<file path="src/rtl/adpll_loop_filter.sv">
// ---------------------------------------------------------------------------
// adpll_loop_filter
//
// Purpose:
//   Gear-shifted digital PI loop filter placed directly after the ADPLL
//   two-level TDC. Each reference sample of the 10-bit {coarse,fine} phase
//   word is turned into a signed error against the expected count FCW. That
//   error drives a saturating integrator and a proportional path. Together
//   they produce a clamped DCO tuning word.
//
//   A built-in lock detector switches between two gain sets:
//     - ACQ uses high gains (small right-shifts).
//     - TRACK uses low gains (large right-shifts).
//   The integrator carries across gear changes without rescaling. Everything
//   runs in the ref_clk domain.
//
//   Pipeline:
//     - Stage 1 registers the error.
//     - Stage 2 updates the integrator, dco_ctrl, the lock counter and the
//       state.
//   So a sample shows on dco_ctrl two ref_clk edges after pe_valid.
//
// Optional feature:
//   When the ADPLL_LF_FREEZE_EN macro is defined, the module gains an input
//   port called freeze. While freeze is high, stage 2 ignores samples. Dropping
//   en still forces IDLE, and reset still wins.
//
// Ports:
//   ref_clk      in   sole clock, rising edge
//   reset        in   asynchronous, active-high
//   en           in   loop enable; 0 forces IDLE on the next edge
//   pe_valid     in   phase_error carries a new sample this cycle
//   freeze       in   (ADPLL_LF_FREEZE_EN only) hold the loop state
//   phase_error  in   [9:0]  TDC output {coarse[7:0],fine[1:0]}, unsigned
//   dco_ctrl     out  [CTRL_W-1:0] DCO tuning word, unsigned
//   locked       out  1 while the FSM is in TRACK (registered)
//   state        out  [1:0] 00 IDLE, 01 ACQ, 10 TRACK
// ---------------------------------------------------------------------------
module adpll_loop_filter #(
  parameter int FCW        = 512,
  parameter int CTRL_W     = 12,
  parameter int CENTER     = 2048,
  parameter int ACC_W      = 16,
  parameter int KP_ACQ     = 2,
  parameter int KI_ACQ     = 4,
  parameter int KP_TRK     = 4,
  parameter int KI_TRK     = 6,
  parameter int LOCK_TOL   = 4,
  parameter int UNLOCK_TOL = 32,
  parameter int LOCK_CNT   = 16
) (
  input  logic              ref_clk,
  input  logic              reset,
  input  logic              en,
  input  logic              pe_valid,
`ifdef ADPLL_LF_FREEZE_EN
  input  logic              freeze,
`endif
  input  logic [9:0]        phase_error,
  output logic [CTRL_W-1:0] dco_ctrl,
  output logic              locked,
  output logic [1:0]        state
);

  // Three guard bits above the wider of the accumulator and the output.
  // This keeps CENTER + P + I from ever wrapping.
  localparam int SUM_W      = ((ACC_W > CTRL_W) ? ACC_W : CTRL_W) + 3;
  localparam int CNT_W      = $clog2(LOCK_CNT + 1);
  localparam int ACC_MAX_I  = (1 << (ACC_W - 1)) - 1;
  localparam int CTRL_MAX_I = (1 << CTRL_W) - 1;

  localparam logic signed [SUM_W-1:0] ACC_MAX  = SUM_W'(ACC_MAX_I);
  localparam logic signed [SUM_W-1:0] ACC_MIN  = SUM_W'(-ACC_MAX_I - 1);
  localparam logic signed [SUM_W-1:0] CTRL_MAX = SUM_W'(CTRL_MAX_I);

  typedef enum logic [1:0] {
    IDLE  = 2'b00,
    ACQ   = 2'b01,
    TRACK = 2'b10
  } lfState_t;

  lfState_t                 r_state;
  lfState_t                 w_stateNext;
  logic signed [10:0]       r_errQ;
  logic                     r_vQ;
  logic signed [ACC_W-1:0]  r_integ;
  logic signed [ACC_W-1:0]  w_integNext;
  logic signed [ACC_W-1:0]  w_integNew;
  logic [CNT_W-1:0]         r_cnt;
  logic [CNT_W-1:0]         w_cntNext;
  logic [CNT_W-1:0]         w_cntInc;
  logic [CTRL_W-1:0]        r_dcoCtrl;
  logic [CTRL_W-1:0]        w_dcoNext;
  logic [CTRL_W-1:0]        w_dcoNew;
  logic                     r_locked;
  logic                     w_take;
  logic [3:0]               w_kp;
  logic [3:0]               w_ki;
  logic [10:0]              w_errMag;
  logic signed [SUM_W-1:0]  w_errExt;
  logic signed [SUM_W-1:0]  w_integRaw;
  logic signed [SUM_W-1:0]  w_sum;

`ifdef ADPLL_LF_FREEZE_EN
  assign w_take = r_vQ & ~freeze;
`else
  assign w_take = r_vQ;
`endif

  // Stage 1: turn the unsigned TDC word into a signed error around FCW.
  // The error is only refreshed on a valid sample; otherwise it holds.
  always_ff @(posedge ref_clk or posedge reset) begin
    if (reset) begin
      r_errQ <= '0;
      r_vQ   <= 1'b0;
    end else begin
      r_vQ <= pe_valid;
      if (pe_valid) begin
        r_errQ <= {1'b0, phase_error} - 11'(FCW);
      end
    end
  end

  // Datapath for stage 2. The gears are chosen from the current state, before
  // any update. Signed >>> gives floor rounding toward minus infinity. The
  // integrator saturates before it is added into the output sum.
  always_comb begin
    w_kp = (r_state == TRACK) ? 4'(KP_TRK) : 4'(KP_ACQ);
    w_ki = (r_state == TRACK) ? 4'(KI_TRK) : 4'(KI_ACQ);
    w_errExt   = SUM_W'(r_errQ);
    w_integRaw = SUM_W'(r_integ) + (w_errExt >>> w_ki);
    if (w_integRaw > ACC_MAX) begin
      w_integNew = ACC_MAX[ACC_W-1:0];
    end else if (w_integRaw < ACC_MIN) begin
      w_integNew = ACC_MIN[ACC_W-1:0];
    end else begin
      w_integNew = w_integRaw[ACC_W-1:0];
    end
    w_sum = SUM_W'(CENTER) + (w_errExt >>> w_kp) + SUM_W'(w_integNew);
    if (w_sum[SUM_W-1]) begin
      w_dcoNew = '0;
    end else if (w_sum > CTRL_MAX) begin
      w_dcoNew = CTRL_MAX[CTRL_W-1:0];
    end else begin
      w_dcoNew = w_sum[CTRL_W-1:0];
    end
    // The error can never be -1024, so an 11-bit magnitude is exact.
    w_errMag = r_errQ[10] ? 11'(-r_errQ) : 11'(r_errQ);
    w_cntInc = r_cnt + 1'b1;
  end

  // Next-state logic for the FSM and the loop state.
  // Dropping en overrides everything, including a sample landing on the same
  // edge. The first edge out of IDLE also discards any sample in flight.
  always_comb begin
    w_stateNext = r_state;
    w_integNext = r_integ;
    w_cntNext   = r_cnt;
    w_dcoNext   = r_dcoCtrl;
    if (!en) begin
      w_stateNext = IDLE;
      w_integNext = '0;
      w_cntNext   = '0;
      w_dcoNext   = CTRL_W'(CENTER);
    end else begin
      case (r_state)
        IDLE: begin
          w_stateNext = ACQ;
          w_integNext = '0;
          w_cntNext   = '0;
          w_dcoNext   = CTRL_W'(CENTER);
        end
        ACQ: begin
          if (w_take) begin
            w_integNext = w_integNew;
            w_dcoNext   = w_dcoNew;
            if (w_errMag <= 11'(LOCK_TOL)) begin
              if (w_cntInc == CNT_W'(LOCK_CNT)) begin
                w_stateNext = TRACK;
                w_cntNext   = '0;
              end else begin
                w_cntNext = w_cntInc;
              end
            end else begin
              w_cntNext = '0;
            end
          end
        end
        TRACK: begin
          if (w_take) begin
            w_integNext = w_integNew;
            w_dcoNext   = w_dcoNew;
            if (w_errMag > 11'(UNLOCK_TOL)) begin
              w_stateNext = ACQ;
              w_cntNext   = '0;
            end
          end
        end
        default: begin
          w_stateNext = IDLE;
          w_integNext = '0;
          w_cntNext   = '0;
          w_dcoNext   = CTRL_W'(CENTER);
        end
      endcase
    end
  end

  // Stage 2 registers. locked is derived from the next state, so it changes
  // on the same edge as state.
  always_ff @(posedge ref_clk or posedge reset) begin
    if (reset) begin
      r_state   <= IDLE;
      r_integ   <= '0;
      r_cnt     <= '0;
      r_dcoCtrl <= CTRL_W'(CENTER);
      r_locked  <= 1'b0;
    end else begin
      r_state   <= w_stateNext;
      r_integ   <= w_integNext;
      r_cnt     <= w_cntNext;
      r_dcoCtrl <= w_dcoNext;
      r_locked  <= (w_stateNext == TRACK);
    end
  end

  assign dco_ctrl = r_dcoCtrl;
  assign locked   = r_locked;
  assign state    = r_state;

endmodule

</file>
<file path="config.mk">
export PLATFORM = sky130hd
export DESIGN_NAME = adpll_loop_filter
export DESIGN_NICKNAME = d
export VERILOG_FILES = /design/src/rtl/adpll_loop_filter.sv
export SDC_FILE = /design/constraint.sdc
export NUM_CORES = 1
export LEC_CHECK = 0
export ABC_AREA = 1
export BUFFER_PORTS_ARGS = -buffer_cell sky130_fd_sc_hd__buf_2
export CAP_MARGIN = 30
export CORE_ASPECT_RATIO = 1.4
export CORE_MARGIN = 1
export CORE_UTILIZATION = 50
export CTS_CLUSTER_DIAMETER = 80
export DETAILED_ROUTE_END_ITERATION = 16
export GPL_TIMING_DRIVEN = 0
export PLACE_DENSITY = 0.68
export SKIP_CTS_REPAIR_TIMING = 1
export SYNTH_ARGS = -nofsm -noshare
export SYNTH_HDL_FRONTEND = slang
export SYNTH_SLANG_ARGS = --single-unit
</file>
<file path="constraint.sdc">
create_clock -name ref_clk -period 5.6 [get_ports ref_clk]
set_input_delay 0.28 -clock ref_clk [delete_from_list [all_inputs] [get_ports ref_clk]]
set_output_delay 0.28 -clock ref_clk [all_outputs]
set_load 0.005 [all_outputs]
</file>
==> results.cfg <==
[run_status]
outcome = completed

[global_routing]
overflow = 0
grtUsageMet2_pct = 47.4
grt_use_total_pct = 24.8
grt_max_degree = 35
antenna_found_initial = 0
grt_pass1_wl_um = 19400
grt_pass1_vias = 4257
grt-busiest-layer = met2
grt_use_met1_pct = 28.4
use_met3_pct = 2.54

[logic_synthesis]
synthCells = 727
seq_area_frac_synth_pct = 25.2
ys_ff_latch = 47
yosys_most_used_dff = dfrtp_1
synth-compound-area-share_pct = 8.70
synth_fa_ha_area_share_pct = 15.3
synth_common_cells = 290 x nand2_1, 81 x inv_1, 54 x ha_1
synth_edf_count = 0
synth.mux.area_fraction_pct = 0
synth.area.top_cells = dfrtp_1 25%, nand2_1 23%, ha_1 14%, inv_1 6.5%, nand3_1 4.7%
synth_most_common_cell = nand2_1
synth_cell_types = 35
synth-xor-area-share_pct = 4.31
synth_top_family_by_area = simple AND/OR/NAND/NOR gates
yosys_warnings = 0
synth.avg_cell_area_um2 = 6.43
synth_top_cell_area_share_pct = 24.6
synth-async-reset-ratio_pct = 100
syn_area_mm2 = 0.00468
synth_top_cell_by_area = dfrtp_1
yosys.area_share.simple_pct = 37.7
synth_nets = 797

[place]
numPortBuffers = 28
dp_hpwl_um = 9450
gp_congestion = 0.902
dp_slack_ps = -42.2
dp_cells = 863

[sta]
max_freq_mhz = 192
worst_pin_slew_ps = 719
setup_viol = 0
fin_crit_ps = 5220
final-hold-violation-count = 0
finalCritPeriodShare_pct = 93.2
whs_ps = 116
final_max_slew_viol_count = 0
clock_skew_ps = 4.40
setup_slack_ps = 383
max-slew-margin-rel_pct = 51.9
rsz0062_at_grt = false

[min_path]
holdCritStartpoint = pe_valid
min_path_type = primary input to register

[setup_path]
critPathCapture = dco_ctrl[11]
r2r_slack_ps = 380
worstReg2RegEnd = dco_ctrl[11]
crit_top_cell = nand2_1
arrival_ps = 5440
slowest_stage = dfrtp_1
rr_startpoint = state[0]
required_ps = 5820
end_kind = register
criticalPathCategory = register to register
critPathLaunch = state[0]
rr_worst_depth = 33
start_kind = register
max_stage_delay_ps = 440
path_max_fanout = 10

[pwr]
ir_drop_mv = 0.191
p_comb_share_pct = 57.7
switching_share_pct = 45.1
p_int_mw = 1.00
p_per_area_mw_per_mm2 = 352
power.switching_mw = 0.822
pwr-share-clk_pct = 21.5
p_leak_nw = 3.01
p_seq_share_pct = 20.8

[cells_and_area]
antenna_cells = 0
fill_cells = 958
syn_to_final_growth_pct = 10.8
drive_gt1_share_pct = 10.9
regArea_mm2 = 0.00118
final_nets = 833
final_cells = 871
multi_input_area_mm2 = 0.00310

[cts]
clock_path_buffers = 2
htree_levels = 2
root_buffer = clkbuf_16
cts_buffers = 5
cts_sinks = 47
cts.clk_slew.worst_paths_ps = 60
clkLatencyLatePin_ps = 290
cts_tree = built

[floorplan]
initial_core_util_pct = 51.8
pin_count = 29
die_x_um = 83.7
dieArea_mm2 = 0.00975
rows = 41
die_h_um = 116
core_mm2 = 0.00903

[routing]
drt_iter0_drc = 176
drcViolationCount = 0
drt-vias-per-instance = 5.22
firstDrtPassIters = 4
route.final.wire_length_um = 11400
wl_per_cell_um = 13.1
num_vias = 4547
antenna_left = 0

[run]
maxCapViolations = 0
==> metrics by stage <==
stage	area [µm²]	utilization [%]	TNS, ps	power (mW)
after floorplan	4680	-	0	1.20
after global placement	4950	54.8	0	1.41
after detailed placement	4970	55.0	-80.0	1.43
after CTS	5160	57.1	-271	1.83
after global routing	5180	57.4	0	2.00
final	5180	57.4	0	1.82
==> state kept, by name (all words and copies together) (netlist names) <==
name,count
r_errQ,10
r_vQ,1
state,2
r_integ,16
r_cnt,5
locked,1
dco_ctrl,12
==> layer usage <==
layer / routed length [µm] / part of all wire, %
met1: 4870 / 43
met5: 0 / 0
met3: 349 / 3.0
met4: 325 / 2.8
met2: 5900 / 52
==> worst min-delay path by stage <==
stage                 end  cells past startpoint
3_5_place_dp       locked                      2
3_3_place_gp         r_vQ                      1
2_1_floorplan        r_vQ                      0
4_1_cts        r_integ[6]                      2
6_report             r_vQ                      1
5_1_grt              r_vQ                      1
==> cells by family (layout without fill, tap and decap cells) <==
kind of cell,after synthesis,in the layout
flip-flops,47,47
XOR/XNOR,23,23
adder cells (fa/ha/maj),56,56
AO/OA/AOI/OAI,76,76
buffers and inverters,102,139
AND/OR/NAND/NOR,423,423
==> cell type report <==
cell class | count | area share (%)
Multi-Input combinational cell | 578 | 59.8
Clock buffer | 6 | 2.49
Tap cell | 107 | 2.58
Buffer | 15 | 1.64
Sequential cell | 47 | 22.7
Timing Repair Buffer | 30 | 3.28
Inverter | 86 | 6.28
Clock inverter | 2 | 1.16
==> power groups by stage <==
stage / Clock [mW] / Combinational [mW] / Sequential (mW)
after global routing: 0.411 / 1.21 / 0.383
after detailed placement: 0 / 1.04 / 0.386
after global placement: 0 / 1.03 / 0.385
after floorplan: 0 / 0.817 / 0.382
after CTS: 0.400 / 1.05 / 0.380
final: 0.391 / 1.05 / 0.380
==> worst max-delay path, delay by kind of cell (launching register included) <==
family	cells	cell delay, ps
compound gates	2	280
fa+ha+maj	6	1820
buf+inv	5	740
flops	1	440
simple gates	20	1850
==> placed cells by master, fill, tap and decap left out, types with 5 or more instances in the layout <==
cell type  count
nand2_1      290
dfrtp_1       45
ha_1          53
nor2_1        53
o21ai_0       27
xnor2_1       12
inv_2          6
nand2_2       16
xor2_1        11
a21oi_1       38
nand3_1       44
buf_2         29
clkbuf_16      5
inv_1         79
clkbuf_1       9
(Power assumes the default switching activity.)
